[src/rtl/alu_mdu_pkg.sv]
// Shared definitions for the HI/LO multiply-divide unit.
// Op codes, FSM state encodings and the default operand width.
package alu_mdu_pkg;

    localparam int MDU_WIDTH = 32;

    localparam logic [2:0] OP_MULT  = 3'd0;
    localparam logic [2:0] OP_MULTU = 3'd1;
    localparam logic [2:0] OP_DIV   = 3'd2;
    localparam logic [2:0] OP_DIVU  = 3'd3;
    localparam logic [2:0] OP_MTHI  = 3'd4;
    localparam logic [2:0] OP_MTLO  = 3'd5;

    typedef enum logic [1:0] {
        S_IDLE = 2'd0,
        S_MUL  = 2'd1,
        S_DIV  = 2'd2,
        S_DONE = 2'd3
    } mdu_state_e;

endpackage

[src/rtl/alu_mdu_div_core.sv]
// Radix-2 restoring divider on operand magnitudes with sign fix-up.
// Outputs are the fixed-up results of the step taken this cycle.
module alu_mdu_div_core
    import alu_mdu_pkg::*;
#(
    parameter int WIDTH = MDU_WIDTH
) (
    input  logic             clk,
    input  logic             resetn,
    input  logic             load_i,
    input  logic             step_i,
    input  logic             sgn_i,
    input  logic [WIDTH-1:0] a_i,
    input  logic [WIDTH-1:0] b_i,
    output logic [WIDTH-1:0] quo_o,
    output logic [WIDTH-1:0] rem_o
);

    logic [WIDTH-1:0] q_q, r_q, d_q;
    logic             qneg_q, rneg_q;
    logic [WIDTH:0]   trial;
    logic [WIDTH-1:0] q_nx, r_nx;
    logic             a_neg, b_neg;

    assign a_neg = sgn_i & a_i[WIDTH-1];
    assign b_neg = sgn_i & b_i[WIDTH-1];

    // One restoring step: shift in next dividend bit, subtract if it fits
    always_comb begin
        trial = {r_q, q_q[WIDTH-1]} - {1'b0, d_q};
        r_nx  = trial[WIDTH] ? {r_q[WIDTH-2:0], q_q[WIDTH-1]}
                             : trial[WIDTH-1:0];
        q_nx  = {q_q[WIDTH-2:0], ~trial[WIDTH]};
        quo_o = qneg_q ? -q_nx : q_nx;
        rem_o = rneg_q ? -r_nx : r_nx;
    end

    // Magnitude load at acceptance, then one step per cycle
    always_ff @(posedge clk or negedge resetn) begin
        if (!resetn) begin
            q_q    <= '0;
            r_q    <= '0;
            d_q    <= '0;
            qneg_q <= 1'b0;
            rneg_q <= 1'b0;
        end else if (load_i) begin
            q_q    <= a_neg ? -a_i : a_i;
            d_q    <= b_neg ? -b_i : b_i;
            r_q    <= '0;
            qneg_q <= a_neg ^ b_neg;
            rneg_q <= a_neg;
        end else if (step_i) begin
            q_q <= q_nx;
            r_q <= r_nx;
        end
    end

endmodule

[src/rtl/alu_mdu.sv]
// HI/LO multiply-divide unit: control FSM, HI/LO registers, multiplier.
// ALU_MDU_FAST_MUL_EN selects a single-cycle multiplier.
module alu_mdu
    import alu_mdu_pkg::*;
#(
    parameter int WIDTH = MDU_WIDTH
) (
    input  logic             clk,
    input  logic             resetn,
    input  logic             start,
    input  logic [2:0]       op,
    input  logic [WIDTH-1:0] a,
    input  logic [WIDTH-1:0] b,
    input  logic             flush,
    output logic             busy,
    output logic             done,
    output logic             div_zero,
    output logic [WIDTH-1:0] hi,
    output logic [WIDTH-1:0] lo
);

    localparam int CW = $clog2(WIDTH);

    mdu_state_e       state_q, state_d;
    logic [CW-1:0]    cnt_q, cnt_d;
    logic [WIDTH-1:0] hi_q, hi_d, lo_q, lo_d;
    logic             dz_q, dz_d;
    logic             accept, last, sgn;
    logic             is_mul, is_div, is_mthi, is_mtlo;
    logic             div_ld, div_step;
    logic [WIDTH-1:0] quo, rem;

    assign accept  = (state_q == S_IDLE) & start & ~flush;
    assign last    = cnt_q == CW'(WIDTH - 1);
    assign is_mul  = (op == OP_MULT) | (op == OP_MULTU);
    assign is_div  = (op == OP_DIV) | (op == OP_DIVU);
    assign is_mthi = op == OP_MTHI;
    assign is_mtlo = op == OP_MTLO;
    assign sgn     = (op == OP_MULT) | (op == OP_DIV);

    assign busy     = (state_q == S_MUL) | (state_q == S_DIV);
    assign done     = state_q == S_DONE;
    assign div_zero = done & dz_q;
    assign hi       = hi_q;
    assign lo       = lo_q;

`ifdef ALU_MDU_FAST_MUL_EN
    logic [2*WIDTH-1:0] ax, bx, fprod;

    // Sign/zero extend to full width so the low 2W product bits are exact
    always_comb begin
        ax    = {{WIDTH{sgn & a[WIDTH-1]}}, a};
        bx    = {{WIDTH{sgn & b[WIDTH-1]}}, b};
        fprod = ax * bx;
    end
`else
    logic [WIDTH-1:0]   mcand_q;
    logic [2*WIDTH-1:0] prod_q, prod_nx, mul_res;
    logic [WIDTH:0]     psum;
    logic               neg_q, mul_ld, an, bn;

    assign an = sgn & a[WIDTH-1];
    assign bn = sgn & b[WIDTH-1];

    // Unsigned shift-add step on magnitudes, negate final product if needed
    always_comb begin
        psum    = {1'b0, prod_q[2*WIDTH-1:WIDTH]}
                + (prod_q[0] ? {1'b0, mcand_q} : '0);
        prod_nx = {psum, prod_q[WIDTH-1:1]};
        mul_res = neg_q ? -prod_nx : prod_nx;
    end

    // Multiplier operand latch and per-cycle product shift
    always_ff @(posedge clk or negedge resetn) begin
        if (!resetn) begin
            mcand_q <= '0;
            prod_q  <= '0;
            neg_q   <= 1'b0;
        end else if (mul_ld) begin
            mcand_q <= an ? -a : a;
            prod_q  <= {{WIDTH{1'b0}}, (bn ? -b : b)};
            neg_q   <= an ^ bn;
        end else if (state_q == S_MUL) begin
            prod_q <= prod_nx;
        end
    end
`endif

    alu_mdu_div_core #(.WIDTH(WIDTH)) u_div (
        .clk    (clk),
        .resetn (resetn),
        .load_i (div_ld),
        .step_i (div_step),
        .sgn_i  (sgn),
        .a_i    (a),
        .b_i    (b),
        .quo_o  (quo),
        .rem_o  (rem)
    );

    // Next-state, step control and HI/LO write selection
    always_comb begin
        state_d  = state_q;
        cnt_d    = cnt_q;
        hi_d     = hi_q;
        lo_d     = lo_q;
        dz_d     = dz_q;
        div_ld   = 1'b0;
        div_step = 1'b0;
`ifndef ALU_MDU_FAST_MUL_EN
        mul_ld   = 1'b0;
`endif
        unique case (state_q)
            S_IDLE: begin
                if (accept) begin
                    cnt_d = '0;
                    dz_d  = 1'b0;
                    unique case (1'b1)
                        is_mul: begin
`ifdef ALU_MDU_FAST_MUL_EN
                            {hi_d, lo_d} = fprod;
                            state_d      = S_DONE;
`else
                            mul_ld  = 1'b1;
                            state_d = S_MUL;
`endif
                        end
                        is_div: begin
                            div_ld  = 1'b1;
                            dz_d    = b == '0;
                            state_d = S_DIV;
                        end
                        is_mthi: begin
                            hi_d    = a;
                            state_d = S_DONE;
                        end
                        is_mtlo: begin
                            lo_d    = a;
                            state_d = S_DONE;
                        end
                        default: ;
                    endcase
                end
            end
            S_MUL: begin
                if (flush) begin
                    state_d = S_IDLE;
                end else begin
                    cnt_d = cnt_q + CW'(1);
                    if (last) begin
`ifndef ALU_MDU_FAST_MUL_EN
                        {hi_d, lo_d} = mul_res;
`endif
                        state_d = S_DONE;
                    end
                end
            end
            S_DIV: begin
                if (flush) begin
                    state_d = S_IDLE;
                end else begin
                    div_step = 1'b1;
                    cnt_d    = cnt_q + CW'(1);
                    if (last) begin
                        if (!dz_q) begin
                            hi_d = rem;
                            lo_d = quo;
                        end
                        state_d = S_DONE;
                    end
                end
            end
            S_DONE: state_d = S_IDLE;
            default: state_d = S_IDLE;
        endcase
    end

    // State, counter and architectural HI/LO registers
    always_ff @(posedge clk or negedge resetn) begin
        if (!resetn) begin
            state_q <= S_IDLE;
            cnt_q   <= '0;
            hi_q    <= '0;
            lo_q    <= '0;
            dz_q    <= 1'b0;
        end else begin
            state_q <= state_d;
            cnt_q   <= cnt_d;
            hi_q    <= hi_d;
            lo_q    <= lo_d;
            dz_q    <= dz_d;
        end
    end

endmodule
[config.mk]
export PLATFORM = sky130hd
export DESIGN_NAME = alu_mdu
export DESIGN_NICKNAME = d
export VERILOG_FILES = /design/src/rtl/alu_mdu_pkg.sv /design/src/rtl/alu_mdu_div_core.sv /design/src/rtl/alu_mdu.sv
export SDC_FILE = /design/constraint.sdc
export NUM_CORES = 1
export LEC_CHECK = 0
export ABC_AREA = 1
export CAP_MARGIN = 20
export CORE_AREA = 2 2 225 227
export DETAILED_ROUTE_END_ITERATION = 16
export DIE_AREA = 0 0 227 229
export GPL_TIMING_DRIVEN = 1
export HOLD_SLACK_MARGIN = 0.15
export PLACE_DENSITY = 0.68
export SKIP_LAST_GASP = 1
export SLEW_MARGIN = 0
export SYNTH_ARGS = -nofsm -noshare
export SYNTH_HDL_FRONTEND = slang
export SYNTH_SLANG_ARGS = --single-unit
[constraint.sdc]
create_clock -name clk -period 6 [get_ports clk]
set_input_delay 0.6 -clock clk [delete_from_list [all_inputs] [get_ports clk]]
set_output_delay 0.6 -clock clk [all_outputs]
set_load 0.01 [all_outputs]
==> flow_summary.toml <==
[timing]
fin_hold_ws_ns = 0.482
hold_viol_final = 0
period_share_pct = 76.2
fin_skew_ns = 0.0434
worst_slack_ns = 1.43
setup_tns_ns = 0
max_freq_mhz = 219
worst_slew_margin_rel_pct = 29.7
setup_viol = 0
slew_viol_final = 0
worst_pin_slew_ns = 1.05
rsz0062_at_grt = "false"
period_needed_ns = 4.57

[global_route]
grt_overflow_total = 0
grt_pass1_vias = 22300
antenna_found_initial = 1
grt_util_all_layers_pct = 32.8
grt_pass1_wl_microns = 131000
grt_max_degree = 82

[yosys]
ys_warn_count = 0
synth.avg_cell_area_sq_um = 6.31
synth-seq-area-share_pct = 30.3
synth_top_area_share_pct = 30.3
synth_compound_area_share_pct = 15.4
synth_top_family_by_area = "simple AND/OR/NAND/NOR gates"
syn_inst = 3494
synth.area.mux_share_pct = 0
yosys.cell_types.count = 50
async_reset_ff_share_pct = 100
synth_area_leaders = "dfrtp_1, nand2_1, inv_1"
synth_edf_count = 0
ys_ff_latch = 267
synth_area_sq_um = 22000
syn-num-nets = 3643
yosys.area.top_type = "dfrtp_1"
synth_ff_type = "dfrtp_1"
synth_fa_ha_area_share_pct = 4.50
synth_xor_area_share_pct = 4.02
synth-simple-area-share_pct = 35.5

[die]
core_sq_um = 49700
rows = 82
design.die.area_sq_um = 52000
top_level_ports = 138
die_h_microns = 229
die_w_microns = 227
start_util_pct = 44.4

[critical_path]
critical_path_class = "register to register"
worst_path_most_repeated_cell = "nand2_1"
reg2reg_depth = 29
crit_required_ns = 6.49
cp-endpoint = "lo[28]$_DFFE_PN0P_"
crit_slowest_cell = "fa_1"
crit_path_max_fanout = 4
r2r_setup_slack_ns = 1.43
crit_path_start = "u_div.q_q[31]$_DFFE_PN0P_"
r2r_end = "lo[28]$_DFFE_PN0P_"
max_stage_delay_ns = 0.41
worstReg2RegStart = "u_div.q_q[31]$_DFFE_PN0P_"
critPathLaunchType = "register"
cp.arrival_ns = 5.07
end_kind = "register"

[drt]
firstDrtPassIters = 7
routed.top_layer = "met5"
wl_met2_microns = 36400
vias = 23800
wl_per_cell_microns = 19.9
drt_iter0_markers = 2745
drtAntennaViolNets = 0
route.met3.wl_microns = 8190
drt_wl_total_microns = 85000
drc = 0
routed_via_density = 5.58
wl_met1_microns = 36200

[placed_design]
dpl_worst_slack_ns = 1.53
gp_congestion = 1.02
dpl.cell_count = 4210
hpwl_microns = 66500
place.port_buffers = 137

[clock_tree]
cts_buffers = 35
ctsRootBufferMaster = "clkbuf_16"
cts.sinks = 267
cts_tree = "yes"
cts-htree-levels = 2
clkTransAtPathRegs_ns = 0.06
cts_max_path_buffers = 3
cts-resized-gates = 0
cts_setup_buffers = 0
hold_buffers = 1
clock_latency_ns = 0.57

[finish]
stdcell_count = 4273
drive_above_1_share_pct = 5.19
areaGrowthSynthToFinish_pct = 14.6
mostFrequentLayoutCell = "nand2_1"
diodes = 0
final_cell_mix = "nand2_1, inv_1, nor2_1"
finalNetCount = 3726

[min_path]
min-delay-start = "mcand_q[5]$_DFFE_PN0P_"
hold_class = "register to register"

[run]
cap_violations = 0

[pwr]
fin_total_pwr_mw = 16.6
irDropWorstVdd_uv = 968
leakage_nw = 12.5
powerDensity_nw_per_um2 = 659

[status]
status = "complete, no violations"
[through the flow]
step	utilization, %	area (sq um)
floorplan	-	22000
global placement	48.3	24000
detailed placement	48.3	24000
CTS	50.8	25200
global route	50.8	25200
finish	50.8	25200
[cell type report]
cell class	count	area, sq um
clock buffer	47	972
multi-input combinational	2642	13100
sequential	267	6680
timing repair buffer	164	1630
clock inverter	14	239
fill	5197	24400
tap	672	841
inverter	467	1750
[synth_stat cells (9+ instances only)]
master	number
nand3_1	212
buf_2	9
xnor2_1	31
buf_1	13
nor2_2	12
ha_1	76
o221ai_1	60
or2_2	9
a31oi_1	26
inv_2	13
o21ai_0	240
a21oi_1	163
clkbuf_1	88
o21ai_1	11
nand2_2	31
dfrtp_1	267
nor2_1	391
o21bai_1	11
inv_1	452
o22ai_1	35
xor2_1	70
nand4_1	30
nor3_1	70
nand2_1	1076
nor4_1	10
[critical path, delay by kind of cell, from the launching register on]
family | cells | cell delay (ns)
AND/OR/NAND/NOR | 19 | 2.35
adder cells (fa/ha/maj) | 3 | 0.78
AO/OA/AOI/OAI | 4 | 0.77
flip-flops | 1 | 0.36
buffers and inverters | 3 | 0.29
[worst min-delay path by stage]
| stage | end | depth (start not counted) | slack (ns) |
|---|---|---|---|
| after floorplan | cnt_q[0]$_DFFE_PN0P_ | 0 | 0.30 |
| after global placement | mcand_q[26]$_DFFE_PN0P_ | 2 | 0.46 |
| after detailed placement | mcand_q[5]$_DFFE_PN0P_ | 2 | 0.47 |
| after CTS | mcand_q[5]$_DFFE_PN0P_ | 2 | 0.48 |
| after global routing | mcand_q[22]$_DFFE_PN0P_ | 2 | 0.50 |
| final | mcand_q[5]$_DFFE_PN0P_ | 2 | 0.48 |
[kinds of logic (layout without fill, tap and decap cells)]
group / after synthesis / count (layout)
compound gates: 586 / 586
fa+ha+maj: 78 / 78
flops: 267 / 267
xor+xnor: 101 / 101
buf+inv: 585 / 692
simple gates: 1877 / 1877
[report_power, final]
group	switching, mW	internal, mW	leakage, nW	total, mW
combinational	7.72	3.45	8.52	11.2
clock	0.877	1.40	0.595	2.28
sequential	0.602	2.60	3.34	3.20
[sequential cells by signal (all words and copies together) (netlist names)]
| register | count |
|---|---|
| neg_q | 1 |
| state_q | 2 |
| u_div.q_q | 32 |
| dz_q | 1 |
| prod_q | 64 |
| mcand_q | 32 |
| hi | 32 |
| u_div.r_q | 32 |
| lo | 32 |
| cnt_q | 5 |
| u_div.qneg_q | 1 |
| u_div.d_q | 32 |
| u_div.rneg_q | 1 |
[metal layers]
layer  vias to the layer above  track usage [%]
li1                      11500                -
met1                     11100             46.2
met2                      1104             49.5
met3                       184             5.66
met4                         2             14.2
met5                         -                0
Power figures use the tool's default switching activity.
